[src/rtl/button_arbiter.sv]
// Debounce-free button front end: synchronises N raw button levels, latches each rising edge
// as a pending press and issues pending presses one at a time, round-robin, with a dead-time.
module button_arbiter #(
  parameter int unsigned N   = 4,
  parameter int unsigned IDW = 2,
  parameter int unsigned GAP = 2
) (
  input  logic           clk,
  input  logic           reset,
  input  logic [N-1:0]   btn,
  input  logic           out_ready,
  output logic           out_valid,
  output logic [IDW-1:0] out_id,
  output logic [N-1:0]   pending,
  output logic           overrun
);

  localparam int unsigned CW = (GAP > 1) ? $clog2(GAP) : 1;

  typedef enum logic [1:0] {StIdle, StOffer, StGap} state_e;

  state_e         state;
  logic [N-1:0]   s1, s2, prev;
  logic [N-1:0]   rise, clr;
  logic [IDW-1:0] ptr, sel_id, id_inc;
  logic [CW-1:0]  cnt;
  logic           sel_found, accept;
  int unsigned    idx;

  always_ff @(posedge clk) begin
    if (reset) begin
      s1   <= '0;
      s2   <= '0;
      prev <= '0;
    end else begin
      s1   <= btn;
      s2   <= s1;
      prev <= s2;
    end
  end

  assign rise   = s2 & ~prev;
  assign accept = (state == StOffer) && out_ready;
  assign id_inc = (32'(out_id) == N - 1) ? '0 : out_id + IDW'(1);

  always_comb begin
    clr = '0;
    if (accept) clr[out_id] = 1'b1;
  end

  // First registered pending bit at or above ptr, wrapping N-1 -> 0.
  always_comb begin
    sel_found = 1'b0;
    sel_id    = '0;
    idx       = 0;
    for (int unsigned k = 0; k < N; k++) begin
      idx = 32'(ptr) + k;
      if (idx >= N) idx = idx - N;
      if (!sel_found && pending[idx[IDW-1:0]]) begin
        sel_found = 1'b1;
        sel_id    = idx[IDW-1:0];
      end
    end
  end

  always_ff @(posedge clk) begin
    if (reset) begin
      state     <= StIdle;
      out_valid <= 1'b0;
      out_id    <= '0;
      pending   <= '0;
      overrun   <= 1'b0;
      ptr       <= '0;
      cnt       <= '0;
    end else begin
      // A rise on the button being accepted re-queues instead of overrunning.
      pending <= (pending & ~clr) | rise;
      overrun <= |(rise & pending & ~clr);
      unique case (state)
        StIdle: begin
          if (sel_found) begin
            out_id    <= sel_id;
            out_valid <= 1'b1;
            state     <= StOffer;
          end
        end
        StOffer: begin
          if (accept) begin
            out_valid <= 1'b0;
            ptr       <= id_inc;
            if (GAP == 0) begin
              state <= StIdle;
            end else begin
              cnt   <= CW'(GAP - 1);
              state <= StGap;
            end
          end
        end
        StGap: begin
          if (cnt == '0) state <= StIdle;
          else           cnt   <= cnt - CW'(1);
        end
        default: state <= StIdle;
      endcase
    end
  end

endmodule

[config.mk]
export PLATFORM = sky130hd
export DESIGN_NAME = button_arbiter
export DESIGN_NICKNAME = d
export VERILOG_FILES = /design/src/rtl/button_arbiter.sv
export SDC_FILE = /design/constraint.sdc
export NUM_CORES = 1
export LEC_CHECK = 0
export CAP_MARGIN = 10
export CORE_ASPECT_RATIO = 0.6
export CORE_MARGIN = 1
export CORE_UTILIZATION = 30
export DETAILED_ROUTE_END_ITERATION = 12
export PLACE_DENSITY_LB_ADDON = 0.1
export SLEW_MARGIN = 20
export SYNTH_ARGS = -nofsm -noshare
export SYNTH_HDL_FRONTEND = slang
export SYNTH_SLANG_ARGS = --single-unit
[constraint.sdc]
create_clock -name clk -period 2.3 [get_ports clk]
set_input_delay 0.46 -clock clk [delete_from_list [all_inputs] [get_ports clk]]
set_output_delay 0.46 -clock clk [all_outputs]
set_load 0.1 [all_outputs]
# Word-level counts from Yosys, hierarchy flattened
# Cells that the tools add are included.
# word_totals
reg_bits,25
in_bits,7
output_inout_bits,8
wordCells,93
# classes
n_addsub,9
n_lt_le_gt_ge,10
eq_ne,6
mux,34
bitwise_logic,7
n_reduce_logical,17
# op_table
operator,count
$mux 2,12
$and 4x4->4,4
$lt 2x3->1 const B,5
$mux 1,13
$ge 3x3->1 const B,3
$bmux 1 s2,4
$not 4->4,2
$sub 2x1->2 const B,4
$add 2x2->3 const B,2
$ne 2x2->1 const B,3
$pmux 2 s3,1
$reduce_and 2->1,3
$reduce_and 3->1,2
$logic_and 1x1->1,5
$eq 2x2->1 const B,2
$mux 4,1
$or 4x4->4,1
$pmux 1 s2,2
$reduce_bool 2->1,2
$reduce_or 4->1,1
$add 2x1->3 const B,1
$ge 2x3->1 const B,1
$logic_not 1->1,3
$add 2x1->2 const B,1
other kinds (5),5

# Longest topological paths before layout
# depth
ltp_word,16
ltp_mapped,5
ltp_nobuf,5

# Least setup slack after synthesis
# No wires, ideal clock.
# synth_timing
path_kind,register -> register
startpoint,register pending[2]
endpoint,register out_id[0]
setup_time_ps,124
arrival_ps,1855
slack_ps,321
path_stages_with_launch,6
n_path_buf,1
period_less_slack_ps,1979
cell_sequence,dfxtp_1 -> buf_4 -> nor4_1 -> or3_4 -> nand3b_1 -> o31ai_2
# synth_via
elab_chain_cells,13
# synth_rtl
item,line_no,source
"start, declared",14,"output logic [N-1:0] pending,"
"start signal, assigned",77,pending <= (pending & ~clr) | rise;
$bmux 1 s2,59,if (!sel_found && pending[idx[IDW-1:0]]) begin
$mux 1 (not written as such),59,
$mux 1,59,
$logic_not 1->1,59,
$logic_and 1x1->1,59,
$mux 1,59,
$logic_not 1->1,59,
$logic_and 1x1->1,59,
$mux 1,59,
$logic_not 1->1,59,
$logic_and 1x1->1,59,
$mux 1,59,
$reduce_and 2->1 (no source line),--,
"end signal, assigned",82,out_id <= sel_id;
"end, declared",13,"output logic [IDW-1:0] out_id,"
# Several ways; a longest one is shown, not always the timed one. The select of a mux whose other input is x is not followed.
# A chain may end at the register's enable or synchronous reset.

# Worst setup path after layout
# layout_timing
startpoint,register pending[2]
endpoint,output port pending[2]
# No word-level cell between the ends.

==> impl.org <==
** Worst setup path
- Cells traversed along the worst timing path :: buf_4
- Capture instance of the worst register-to-register path :: out_id[1]
- Startpoint type of the worst setup path :: flop
- Startpoint of the lowest-slack register-to-register path :: pending[2]
- In this run the register-to-register setup slack is around 0.82 ns.
- For the worst setup path, the data required time is around 1.8 ns.
- The kind of cell with the highest combined delay along the critical path is flip-flops.
- By startpoint and endpoint, the worst setup path is classified as flop to output pin.
- Maximum fanout along the worst path :: 10
- Counting both buffers and inverters, the worst setup path holds a total of 1.
- STA classifies the critical path endpoint as an output pin.
- Cells on worst reg2reg path :: 4
- Among all stages on the critical path, the largest delay is contributed by dfxtp_1.
- In this design, the stage delay of the slowest critical-path cell is 0.53 ns.
- Data arrival time at the worst-slack endpoint :: 1.16 ns

** Timing
- Derived from the worst setup path, the maximum achievable clock frequency is roughly 620 MHz.
- Dividing the final minimum period by the clock period gives between 70% and 80%.
- Transition at the pin with the smallest max-transition slack :: around 0.52 ns
- Endpoints failing setup :: 0
- Setup repair after global routing left no endpoint under its margin.
- Final Hold Fails :: 0
- Final number of max-transition violations :: 0
- Hold slack :: 0.443 ns
- Counting I/O delays and the setup requirement, the final critical path takes 1.62 ns.
- On the final layout, the worst clock skew is ~0.0042 ns.
- Summed over all failing endpoints, the final setup total negative slack is 0 ns.
- Final worst setup slack :: between 0.6 and 0.7 ns
- Measured against its own limit, the worst slew margin works out to between 60% and 70%.

** Logic synthesis
- Gate count after technology mapping :: around 100
- Net Count, Synth :: around 120
- Warnings, synthesis :: 0
- In the post-synthesis netlist, the cell with the most instances is dfxtp_1.
- The biggest area contributor in the post-synthesis netlist is dfxtp_1.
- The most used flip-flop cell after synthesis is dfxtp_1.
- Most numerous cell types in the synthesized netlist :: 25 x dfxtp_1, 19 x nor2b_1, 11 x a21oi_1
- Post-Synthesis Mean Instance Area :: 9.66 sq um
- Post-synthesis cell type count :: 28
- Part of the Yosys area used for sequential elements :: 49.8%
- Cell types with the largest area share after synthesis :: dfxtp_1 50%, nor2b_1 12%, a21oi_1 5.5%
- In this run, synthesis inferred 0 flip-flops with an integrated enable.
- Post-Syn Area :: 1000 sq um
- For this run, asynchronously set or reset flops after synthesis account for 0%.
- Area fraction of the dominant cell type after synthesis :: 49.8%
- After synthesis the netlist holds a flip-flop and latch count of 25.

** Drt
- WL/cell :: 12.1 um
- Drt total wl :: just under 2 mm
- The count of nets left with antenna violations once routing finished came out at 0.
- Via count :: 771
- 1st-iter DRT viols :: between 50 and 60
- The first detailed-routing pass ran for 4 iterations.
- In the routed design, unresolved DRC markers number 0.
- Using the TritonRoute via totals, the vias-per-cell ratio works out to between 4 and 5.

** Power and ir drop
- Total power per unit cell area :: about 760 nW/um^2
- For this design the static power due to leakage is about 0.46 nW.
- Peak supply drop :: approximately 330 uV
- Power comes to about 0.00093 W.

** Clock tree
- Clock tree from TritonCTS :: done
- Number of cells upsized or downsized after cts :: 0
- Counting along the longest clock path gives a buffer depth of 2.
- Clock tree synthesis found a total of 25 sinks.
- Hold Buf Count CTS :: 0
- Number of buffers added for setup after CTS :: 0
- Buffers inserted during clock tree synthesis total 3.
- Clock insertion delay at the later pin of the skew report :: 0.27 ns
- After clock tree synthesis, the clock-pin slew on the worst setup and hold paths is 0.09 ns.
- H-tree levels :: 1
- The tree is rooted in a clkbuf_8.

** Worst hold path
- Along the worst hold path, the cell count comes to 1.
- The worst hold path terminates at s2[1].
- Launch point of the worst hold path :: s1[1]
- Hold Crit Class :: flop to flop

** GRT
- The first global-routing pass estimated around 3.4 mm of wire.
- Vias in the first global route :: approximately 670
- The number of antenna violations at the first check in global routing came to 0.
- Pin count of the biggest net entering global routing :: 17
- Global route overflow :: 0
- Across every metal layer, demand over resource in global routing totals between 10% and 20%.

** Run status
- The run finished with clean final reports.

** Finish
- From synthesis to final layout, the design area changed by 21.3%.
- The post-route netlist has between 10% and 20% of its cells at a drive strength greater than 1.
- Summing all flip-flop and latch instances after layout gives 500 sq um.
- Layout Utilization :: about two fifths
- In the final design database the tool counted around 130 nets.
- ANT cells :: 0
- In the final layout, the multi-input gates occupy between 400 and 500 sq um.
- Fill cells in the final layout number 316.

** Floorplan
- The initial utilization of the core area, before any placement, comes to about a third.
- Die Height :: about 47 um
- For this design the top-level I/O count stands at 15.
- Die Width :: between 70 and 80 um
- Number of core rows :: 15
- The floorplan step defined a die boundary enclosing 3590 sq um.
- In this run the standard cell core region covers about 3000 sq um.

** Placement
- Input/output buffers :: 14
- The congestion estimate from routability-driven global placement came to between 0.7 and 0.8.
- Before CTS, the worst setup slack after placement is between 0.5 and 0.6 ns.
- Hpwl dp :: about 1.4 mm

** Job
- Max-cap violations in this run came to 0.
logic make-up after synthesis:
logic type,Yosys count,synth area share (%)
mux,1,0.996
flops,25,49.8
compound gates,20,13.0
buf+inv,6,2.62
fa+ha+maj,4,4.98
simple gates,48,28.6
power breakdown:
| group | internal, W | switching (W) | total (W) | leakage [nW] |
|---|---|---|---|---|
| sequential | 0.000458 | 0.0000265 | 0.000485 | 0.205 |
| combinational | 0.0000589 | 0.000121 | 0.000180 | 0.230 |
| clock | 0.000123 | 0.000141 | 0.000264 | 0.0217 |
| total | 0.000640 | 0.000289 | 0.000929 | 0.457 |
metal layers:
metal	vias to the layer above	track usage, %	routed length (um)	part of all wire (%)
met5	-	0	0	0
met3	2	4.47	124	6.3
met4	0	4.62	8	0.41
met2	23	16.8	759	39
li1	393	-	-	-
met1	353	19.2	1060	54
cells in the final DEF (no fill, tap or decap), types with 2 or more instances in the layout:
cell / instances
dfxtp_1: 25
nor2_1: 6
inv_1: 3
nor3_1: 2
ha_1: 4
nor2b_1: 19
a21oi_1: 11
clkdlybuf4s50_1: 6
nand2_1: 8
nand4b_1: 4
clkbuf_8: 3
nand3b_1: 3
buf_4: 9
registers in the layout, indices dropped and copies added (netlist names):
register   cells
out_valid      1
cnt            1
prev           4
ptr            2
out_id         2
pending        4
overrun        1
state          2
s1             4
s2             4
how the worst max path moves through the flow:
stage,from,end,slack [ns],cells past startpoint
after global placement,reset,out_id[0],0.61,3
final,pending[2],pending[2],0.68,1
after detailed placement,reset,out_id[0],0.59,3
after floorplan,pending[2],out_id[0],0.32,5
after global routing,pending[1],pending[1],0.62,1
after CTS,pending[2],pending[2],0.67,1
per-stage QoR:
stage          cell area, sq um  instances
2_1_floorplan              1000        104
3_3_place_gp               1170        158
3_5_place_dp               1170        158
4_1_cts                    1220        162
5_1_grt                    1220        162
6_report                   1220        162
final cells by class:
cell class | count | area share, %
sequential | 25 | 41.1
clock inverter | 1 | 0.616
clock buffer | 3 | 3.39
multi-input combinational | 73 | 39.2
inverter | 3 | 0.924
tap | 42 | 4.31
timing repair buffer | 15 | 10.5
(Power assumes the default switching activity.)
